File: config.mk
export PLATFORM = sky130hd
export DESIGN_NAME = down_timer_flat
export DESIGN_NICKNAME = d
export VERILOG_FILES = /design/src/rtl/down_timer_if.sv /design/src/rtl/down_timer.sv /design/src/flat_wrapper.sv
export SDC_FILE = /design/constraint.sdc
export NUM_CORES = 1
export LEC_CHECK = 0
export CORE_AREA = 2 2 39 41
export CTS_CLUSTER_DIAMETER = 120
export DETAILED_ROUTE_END_ITERATION = 10
export DIE_AREA = 0 0 41 43
export HOLD_SLACK_MARGIN = 0.1
export PLACE_DENSITY = 0.66
export SLEW_MARGIN = 20
export SYNTH_ARGS = -nofsm -noshare
export SYNTH_HDL_FRONTEND = slang
export SYNTH_SLANG_ARGS = --single-unit
File: constraint.sdc
create_clock -name clock -period 4.89 [get_ports clock]
set_clock_uncertainty 0.2 [all_clocks]
set_input_delay 1.2225 -clock clock [delete_from_list [all_inputs] [get_ports clock]]
set_output_delay 1.2225 -clock clock [all_outputs]
set_load 0.02 [all_outputs]
File: src/rtl/down_timer_if.sv
// Control and status bundle for down_timer; the bench drives the master side and the timer is the slave.
interface down_timer_if #(
  parameter int WIDTH = 4
);
  // load, start and count are sampled on the rising clock edge, with priority load > start > count.
  // There is no valid/ready pair: each input is a single-cycle request that needs no acknowledge.
  // borrow is combinational from count, so a chained timer can use it as its count in the same cycle.
  logic             load;
  logic             start;
  logic             count;
  logic [WIDTH-1:0] ins;
  logic [WIDTH-1:0] state;
  logic             borrow;
  logic             busy;
  logic             done;

  modport master (
    output load, start, count, ins,
    input  state, borrow, busy, done
  );

  modport slave (
    input  load, start, count, ins,
    output state, borrow, busy, done
  );
endinterface

File: src/rtl/down_timer.sv
// Loadable, cascadable down-counter timer driven by an upstream tick stream.
// Define DOWN_TIMER_AUTO_RELOAD_EN for periodic mode; one-shot mode is built by default.
module down_timer #(
  parameter int WIDTH = 4
) (
  input logic         clock,
  input logic         reset_n,
  down_timer_if.slave bus
);

  typedef enum logic {
    IDLE = 1'b0,
    RUN  = 1'b1
  } fsm_t;

  fsm_t             fsm;
  logic [WIDTH-1:0] state_q;
  logic             done_q;
  logic             terminal;

`ifdef DOWN_TIMER_AUTO_RELOAD_EN
  logic [WIDTH-1:0] reload;
`endif

  assign terminal   = (fsm == RUN) && bus.count && (state_q == '0);
  assign bus.borrow = terminal;
  assign bus.busy   = (fsm == RUN);
  assign bus.state  = state_q;
  assign bus.done   = done_q;

  always_ff @(posedge clock or negedge reset_n) begin
    if (!reset_n) begin
      fsm     <= IDLE;
      state_q <= '0;
      done_q  <= 1'b0;
`ifdef DOWN_TIMER_AUTO_RELOAD_EN
      reload  <= '0;
`endif
    end else begin
      done_q <= 1'b0;
      if (bus.load) begin
        // A load aborts any run, even one at its terminal tick, so done stays low.
        fsm     <= IDLE;
        state_q <= bus.ins;
`ifdef DOWN_TIMER_AUTO_RELOAD_EN
        reload  <= bus.ins;
`endif
      end else begin
        case (fsm)
          IDLE: begin
            if (bus.start) fsm <= RUN;
          end
          RUN: begin
            if (bus.count) begin
              if (state_q != '0) begin
                state_q <= state_q - WIDTH'(1);
              end else begin
                done_q <= 1'b1;
`ifdef DOWN_TIMER_AUTO_RELOAD_EN
                state_q <= reload;
`else
                // One-shot: the count stays at zero and a later start re-arms from there.
                fsm <= IDLE;
`endif
              end
            end
          end
          default: fsm <= IDLE;
        endcase
      end
    end
  end

endmodule

File: src/flat_wrapper.sv
// flat-port wrapper written by rule: the top's interface ports become plain ports
module down_timer_flat 
#(
  parameter int WIDTH = 4
)
  (clock, reset_n, bus_load, bus_start, bus_count, bus_ins, bus_state, bus_borrow, bus_busy, bus_done);
  down_timer_if #(.WIDTH(WIDTH)) bus_i ();
  input logic clock;
  input logic reset_n;
  input wire logic [$bits(bus_i.load)-1:0] bus_load;
  input wire logic [$bits(bus_i.start)-1:0] bus_start;
  input wire logic [$bits(bus_i.count)-1:0] bus_count;
  input wire logic [$bits(bus_i.ins)-1:0] bus_ins;
  output wire logic [$bits(bus_i.state)-1:0] bus_state;
  output wire logic [$bits(bus_i.borrow)-1:0] bus_borrow;
  output wire logic [$bits(bus_i.busy)-1:0] bus_busy;
  output wire logic [$bits(bus_i.done)-1:0] bus_done;
  assign bus_i.load = bus_load;
  assign bus_i.start = bus_start;
  assign bus_i.count = bus_count;
  assign bus_i.ins = bus_ins;
  assign bus_state = bus_i.state;
  assign bus_borrow = bus_i.borrow;
  assign bus_busy = bus_i.busy;
  assign bus_done = bus_i.done;
  down_timer #(.WIDTH(WIDTH)) u_core (.clock(clock), .reset_n(reset_n), .bus(bus_i));
endmodule
# Word-level counts from Yosys, hierarchy flattened
# Cells that the tools add are included.
[totals] register_bits=6 latch_bits=0 ramBits=0 romBits=0 input_bits=9 out_inout_bits=7 wordCells=26 n_memories=0
[op_classes] n_addsub=1 mul=0 div_mod_pow=0 magnitude_cmp=0 eq_ne=0 n_shift=0 mux=13 bitwise=1 n_reduce_logical=8
[op_table] operator="$mux 4" n=4
[op_table] operator="$mux 1" n=8
[op_table] operator="$reduce_bool 2->1" n=3
[op_table] operator="$logic_not 4->1" n=1
[op_table] operator="$reduce_bool 4->1" n=1
[op_table] operator="$sub 4x1->4 const B" n=1
[op_table] operator="$reduce_and 3->1" n=1
[op_table] operator="$logic_and 1x1->1" n=2
[op_table] operator="$pmux 1 s2" n=1
[op_table] operator="$not 1->1" n=1

# Depth between registers and ports, before layout
# Gate-level depths: netlist of run 1.
[logic_depth] depth_word=5 mapped_depth=6 depth_no_buf=5

# Worst setup path before layout of run 1
# No wires, ideal clock.
[synth_timing] path_kind="input -> output" startpoint="input bus_count" endpoint="output bus_borrow" arrival_ps=1652 t_required_ps=3468 path_slack_ps=1815 path_stages=2 n_path_buf=0 cell_sequence="nand2_1 -> nor2_1"
[synth_between] elab_chain_cells=2
[synth_rtl] item="from (decl)" line="flat_wrapper.sv:12" text="input wire logic [$bits(bus_i.count)-1:0] bus_count;"
[synth_rtl] item="$logic_and 1x1->1 (2 in series)" line="down_timer.sv:25" text="assign terminal = (fsm == RUN) && bus.count && (state_q == '0);"
[synth_rtl] item="to (decl)" line="flat_wrapper.sv:15" text="output wire logic [$bits(bus_i.borrow)-1:0] bus_borrow;"
# No other way between the ends.

# Worst setup path after layout of run 1
# Ends and elaborated chain as after synthesis.

==> flow_summary.json, run 1 <==
{
  "multi_input_area_um2": 180.2,
  "nFillCells": 148,
  "utilization_pct": 38.61,
  "dpl_cell_area_um2": 511.7,
  "core_area_um2": 1384,
  "cts_buffers": 3,
  "hold_viol": 0,
  "drv_slew": 0,
  "setup_viol": 0,
  "ctsHoldBuffers": 0,
  "worstPathArrival_ns": 2.70,
  "leakagePower_uw": 0.0002226,
  "period_needed_ns": 4.122,
  "dieArea_um2": 1763,
  "grt_max_degree": 13,
  "synth_seq_cells": 6,
  "power_uw": 145.2,
  "status": "completed",
  "synth_top_area_share_pct": 42.86,
  "totalNegativeSetupSlack_ns": 0,
  "grt_remaining_overflow": 0,
  "syn_nets": 48,
  "grtUsageTotal_pct": 11.50,
  "rsz0062_at_grt": "false",
  "routed-wl-met3_um": 88,
  "grt_pass1_vias": 328,
  "cp_max_fo": 5,
  "synthArstFlopShare_pct": 100.0,
  "worstMarginPinSlew_ns": 0.4074,
  "gp_congestion": 0.7283,
  "worstSetupEndpointType": "output pin",
  "worstSkewPairLatency_ns": 0.25,
  "routed_wl_um": 813,
  "tritoncts": "built",
  "routed-wl-met2_um": 328,
  "syn_inst": 37,
  "io_buffers": 15,
  "highest_layer": "met4",
  "avgRoutedWirePerCell_um": 11.78,
  "htreeDepth": 1,
  "wl_met1_um": 371,
  "grt_pass1_wl_um": 1352,
  "rows": 14,
  "area_growth_pct": 52.50,
  "critPathRequiredTime_ns": 3.47,
  "start_util_pct": 25.32,
  "die_width_um": 41,
  "ys_seq_area_share_pct": 42.86,
  "ir_worst_vdd_uv": 107.0,
  "min_path_type": "reg2reg",
  "clock_sinks": 6,
  "yosysTopAreaCell": "dfrtp_1",
  "p_per_area_nw_per_um2": 271.7,
  "vias": 342,
  "clockBufferDepth": 2,
  "die_h_um": 43,
  "synth.cell_area_um2": 350.3,
  "antenna_found_initial": 0,
  "synth_area_leaders": "dfrtp_1 43%, ha_1 7.1%, or4_1 4.3%",
  "clockRootBuffer": "clkbuf_4",
  "slew_headroom_pct": 72.75,
  "ys_types": 22,
  "synthFlopType": "dfrtp_1",
  "period_share_pct": 84.30,
  "final_nets": 66,
  "yosys_warnings": 0,
  "ioPinCount": 16,
  "cts_resized": 0,
  "final_layout_size_suffix_gt1_share_pct": 7.547,
  "fmax_ghz": 0.2426,
  "antenna_cells": 0,
  "startpoint_type": "input pin",
  "cap_violations": 0,
  "criticalPathCategory": "in2out",
  "ant_nets": 0,
  "synth-edff-count": 0,
  "detail_route.iter0.violations": 0,
  "dr.pass1.iters": 1,
  "vias_per_cell": 4.957,
  "route.detailed.drc": 0,
  "final_cell_area_um2": 534.3,
  "avgSynthCellArea_um2": 9.469,
  "path_clk_slew_ns": 0.04,
  "regArea_um2": 150.1,
  "postCtsSetupRepairBufs": 0
}
[cells in the final DEF (no fill, tap or decap)]
master           Yosys  routed
clkdlybuf4s50_1      0      15
dfrtp_1              6       6
inv_1                3       3
nand2_1              3       3
clkbuf_4             0       3
nor2_1               2       2
nor3_1               2       2
a31oi_1              2       2
or4_1                2       2
nand3_1              2       2
ha_1                 2       2
or3b_1               1       1
a41o_1               1       1
o21ai_0              1       1
and2b_2              1       1
o41ai_1              1       1
nor3b_1              1       1
nand2b_1             1       1
o31a_1               1       1
nor2b_1              1       1
a2111oi_0            1       1
a221o_1              1       1
[worst paths after layout]
path,from,endpoint,slack (ns),depth (start not counted)
worst max-delay path,bus_count,bus_borrow,0.77,4
worst min-delay path,u_core.bus.state[2],u_core.bus.state[3],0.41,2
worst max register to register,u_core.bus.state[0],u_core.bus.state[0],3.01,5
worst min register to register,u_core.bus.state[2],u_core.bus.state[3],0.41,2
max in group asynchronous,reset_n,u_core.bus.state[1],3.23,1
min in group asynchronous,reset_n,u_core.bus.done,1.02,1
[power by group]
group | internal, uW | switching [uW] | total (uW)
Combinational | 20.2 | 17.4 | 37.6
Clock | 27.9 | 20.2 | 48.1
Sequential | 54.0 | 5.48 | 59.5
[synthesized netlist by cell type (2+ instances only)]
cell and n:
a31oi_1 2, nor2_1 2, dfrtp_1 6, inv_1 3
nand2_1 3, nor3_1 2, nand3_1 2, ha_1 2
or4_1 2
[through the flow]
step	hold slack, ns	worst slack, ns	cells
2_1_floorplan	0.4789	1.815	37
3_3_place_gp	0.3907	0.8029	66
3_5_place_dp	0.3963	0.7784	66
4_1_cts	0.4113	0.7646	69
5_1_grt	0.4461	0.6418	69
6_report	0.4050	0.7676	69
[critical path: stages]
cell             delay (ns)
clkdlybuf4s50_1        0.54
nand2_1                0.15
nor2_1                 0.16
clkdlybuf4s50_1        0.62
[cell families (layout without fill, tap and decap cells)]
family	Yosys count	in the layout	share of synthesized area [%]
AO/OA/AOI/OAI	8	8	18.21
AND/OR/NAND/NOR	16	16	26.07
flip-flops	6	6	42.86
buffers and inverters	5	21	5.712
adder cells (fa/ha/maj)	2	2	7.142
[flip-flops by register name, indices dropped and copies added, names as in the netlist]
signal / count
u_core.bus.done: 1
u_core.bus.busy: 1
u_core.bus.state: 4
[layer usage]
| layer | vias up | track usage [%] |
|---|---|---|
| li1 | 170 | - |
| met1 | 153 | 14.38 |
| met2 | 15 | 15.63 |
| met3 | 4 | 5.759 |
| met4 | 0 | 6.000 |
| met5 | - | 0 |
[final cells by class]
cell class                 count  area share [%]
multi-input combinational     26           33.72
sequential                     6           28.10
timing repair buffer          15           28.10
clock buffer                   3           4.215
tap                           16           3.747
inverter                       3           2.108
No activity file was read; power rests on OpenSTA's default activity.
==> run 2, diff against run 1 <==
==> constraint.sdc (replaced) <==
create_clock -name clock -period 4.04 [get_ports clock]
set_clock_uncertainty 0.2 [all_clocks]
set_input_delay 1.01 -clock clock [delete_from_list [all_inputs] [get_ports clock]]
set_output_delay 1.01 -clock clock [all_outputs]
set_load 0.02 [all_outputs]
==> flow_summary.json, run 2 (synthesized netlist as in run 1, its figures left out) <==
{
  "clock_sinks": 6,
  "met3_usage_pct": 5.236,
  "core_area_um2": 1384,
  "hold_viol": 0,
  "multi_input_area_um2": 180.2,
  "ctsHoldBuffers": 0,
  "grt_max_degree": 13,
  "ir_worst_vdd_uv": 129.5,
  "regArea_um2": 150.1,
  "antenna_found_initial": 0,
  "grt_pass1_wl_um": 1338,
  "totalNegativeSetupSlack_ns": 0,
  "htreeDepth": 1,
  "layout_commonest_cell": "clkdlybuf4s50_1",
  "period_share_pct": 91.52,
  "post-place-ws_ns": 0.3534,
  "die_h_um": 43,
  "slew_headroom_pct": 72.75,
  "cts_buffers": 3,
  "min_path_type": "reg2reg",
  "nFillCells": 148,
  "layout_common_cells": "15 x clkdlybuf4s50_1, 6 x dfrtp_1, 3 x inv_1, 3 x nand2_1, 3 x clkbuf_4",
  "avgRoutedWirePerCell_um": 11.77,
  "fmax_ghz": 0.2705,
  "antenna_cells": 0,
  "worstSetupEndpointType": "output pin",
  "met1_usage_pct": 14.38,
  "tritoncts": "built",
  "leakagePower_uw": 0.0002226,
  "setup_viol": 0,
  "cap_violations": 0,
  "path_clk_slew_ns": 0.04,
  "vias": 342,
  "gp_congestion": 0.7280,
  "ioPinCount": 16,
  "area_growth_pct": 52.50,
  "rsz0062_at_grt": "false",
  "status": "completed",
  "vias_per_cell": 4.957,
  "grt_pass1_vias": 325,
  "startpoint_type": "input pin",
  "setup_slack_ns": 0.3426,
  "dr.pass1.iters": 1,
  "detail_route.iter0.violations": 0,
  "start_util_pct": 25.32,
  "clockRootBuffer": "clkbuf_4",
  "criticalPathCategory": "in2out",
  "routed_wl_um": 812,
  "final_layout_size_suffix_gt1_share_pct": 7.547,
  "p_per_area_nw_per_um2": 328.9,
  "met2_usage_pct": 15.63,
  "clockBufferDepth": 2,
  "grtUsageTotal_pct": 11.40,
  "final_nets": 66,
  "postCtsSetupRepairBufs": 0,
  "cp_max_fo": 5,
  "power_uw": 175.7,
  "route.detailed.drc": 0,
  "worstSkewPairLatency_ns": 0.25,
  "crit_chain": "clkdlybuf4s50_1 -> nand2_1 -> nor2_1 -> clkdlybuf4s50_1",
  "die_width_um": 41,
  "io_buffers": 15,
  "cts_resized": 0,
  "dieArea_um2": 1763,
  "critPathRequiredTime_ns": 2.83,
  "rows": 14,
  "ant_nets": 0,
  "period_needed_ns": 3.697,
  "cpPeakStageDelay_ns": 0.62,
  "worstPathArrival_ns": 2.49,
  "largest_reg_flops": 4,
  "grt_most_used_layer": "met2",
  "grt_remaining_overflow": 0,
  "critPathMostFrequentCell": "clkdlybuf4s50_1",
  "drv_slew": 0,
  "cpMaxStageDelayCell": "clkdlybuf4s50_1",
  "worstMarginPinSlew_ns": 0.4074
}
## run 2: cell counts in the layout (fill, tap and decap cells not counted)
No cell type changed its count.
## run 2: worst max-delay path: cells and delay by family
family | cells | cell delay (ns)
buf+inv | 2 | 1.16
simple gates | 2 | 0.31
## run 2: stage by stage
stage	area (um^2)	hold slack (ns)	util [%]	instances
4_1_cts	534.3	0.4113	38.61	69
5_1_grt	534.3	0.4461	38.61	69
3_5_place_dp	511.7	0.3963	36.98	66
3_3_place_gp	511.7	0.3908	36.98	66
6_report	534.3	0.4050	38.61	69
2_1_floorplan	350.3	0.4789	-	37
## run 2: final timing paths
kind,startpoint,end,slack [ns],cells past startpoint
min reg2reg,u_core.bus.state[2],u_core.bus.state[3],0.41,2
min in group asynchronous,reset_n,u_core.bus.done,0.81,1
max,bus_count,bus_borrow,0.34,4
min,u_core.bus.state[2],u_core.bus.state[3],0.41,2
max in group asynchronous,reset_n,u_core.bus.state[1],2.60,1
max reg2reg,u_core.bus.state[0],u_core.bus.state[0],2.16,5
## run 2: cell type report
| class | count | area share, % |
|---|---|---|
| timing repair buffer | 15 | 28.10 |
| multi-input combinational | 26 | 33.72 |
| tap | 16 | 3.747 |
| sequential | 6 | 28.10 |
| clock buffer | 3 | 4.215 |
| inverter | 3 | 2.108 |
## run 2: layer usage
metal | vias up | share of wire [%]
li1 | 170 | -
met1 | 153 | 46
met2 | 15 | 40
met3 | 4 | 11
met4 | 0 | 3.1
met5 | - | 0
## run 2: power breakdown
part           switching (uW)  leakage (uW)  internal, uW
sequential               6.63     0.0000741          65.3
combinational            21.1      0.000135          24.4
clock                    24.4     0.0000138          33.8
total                    52.2      0.000223           124
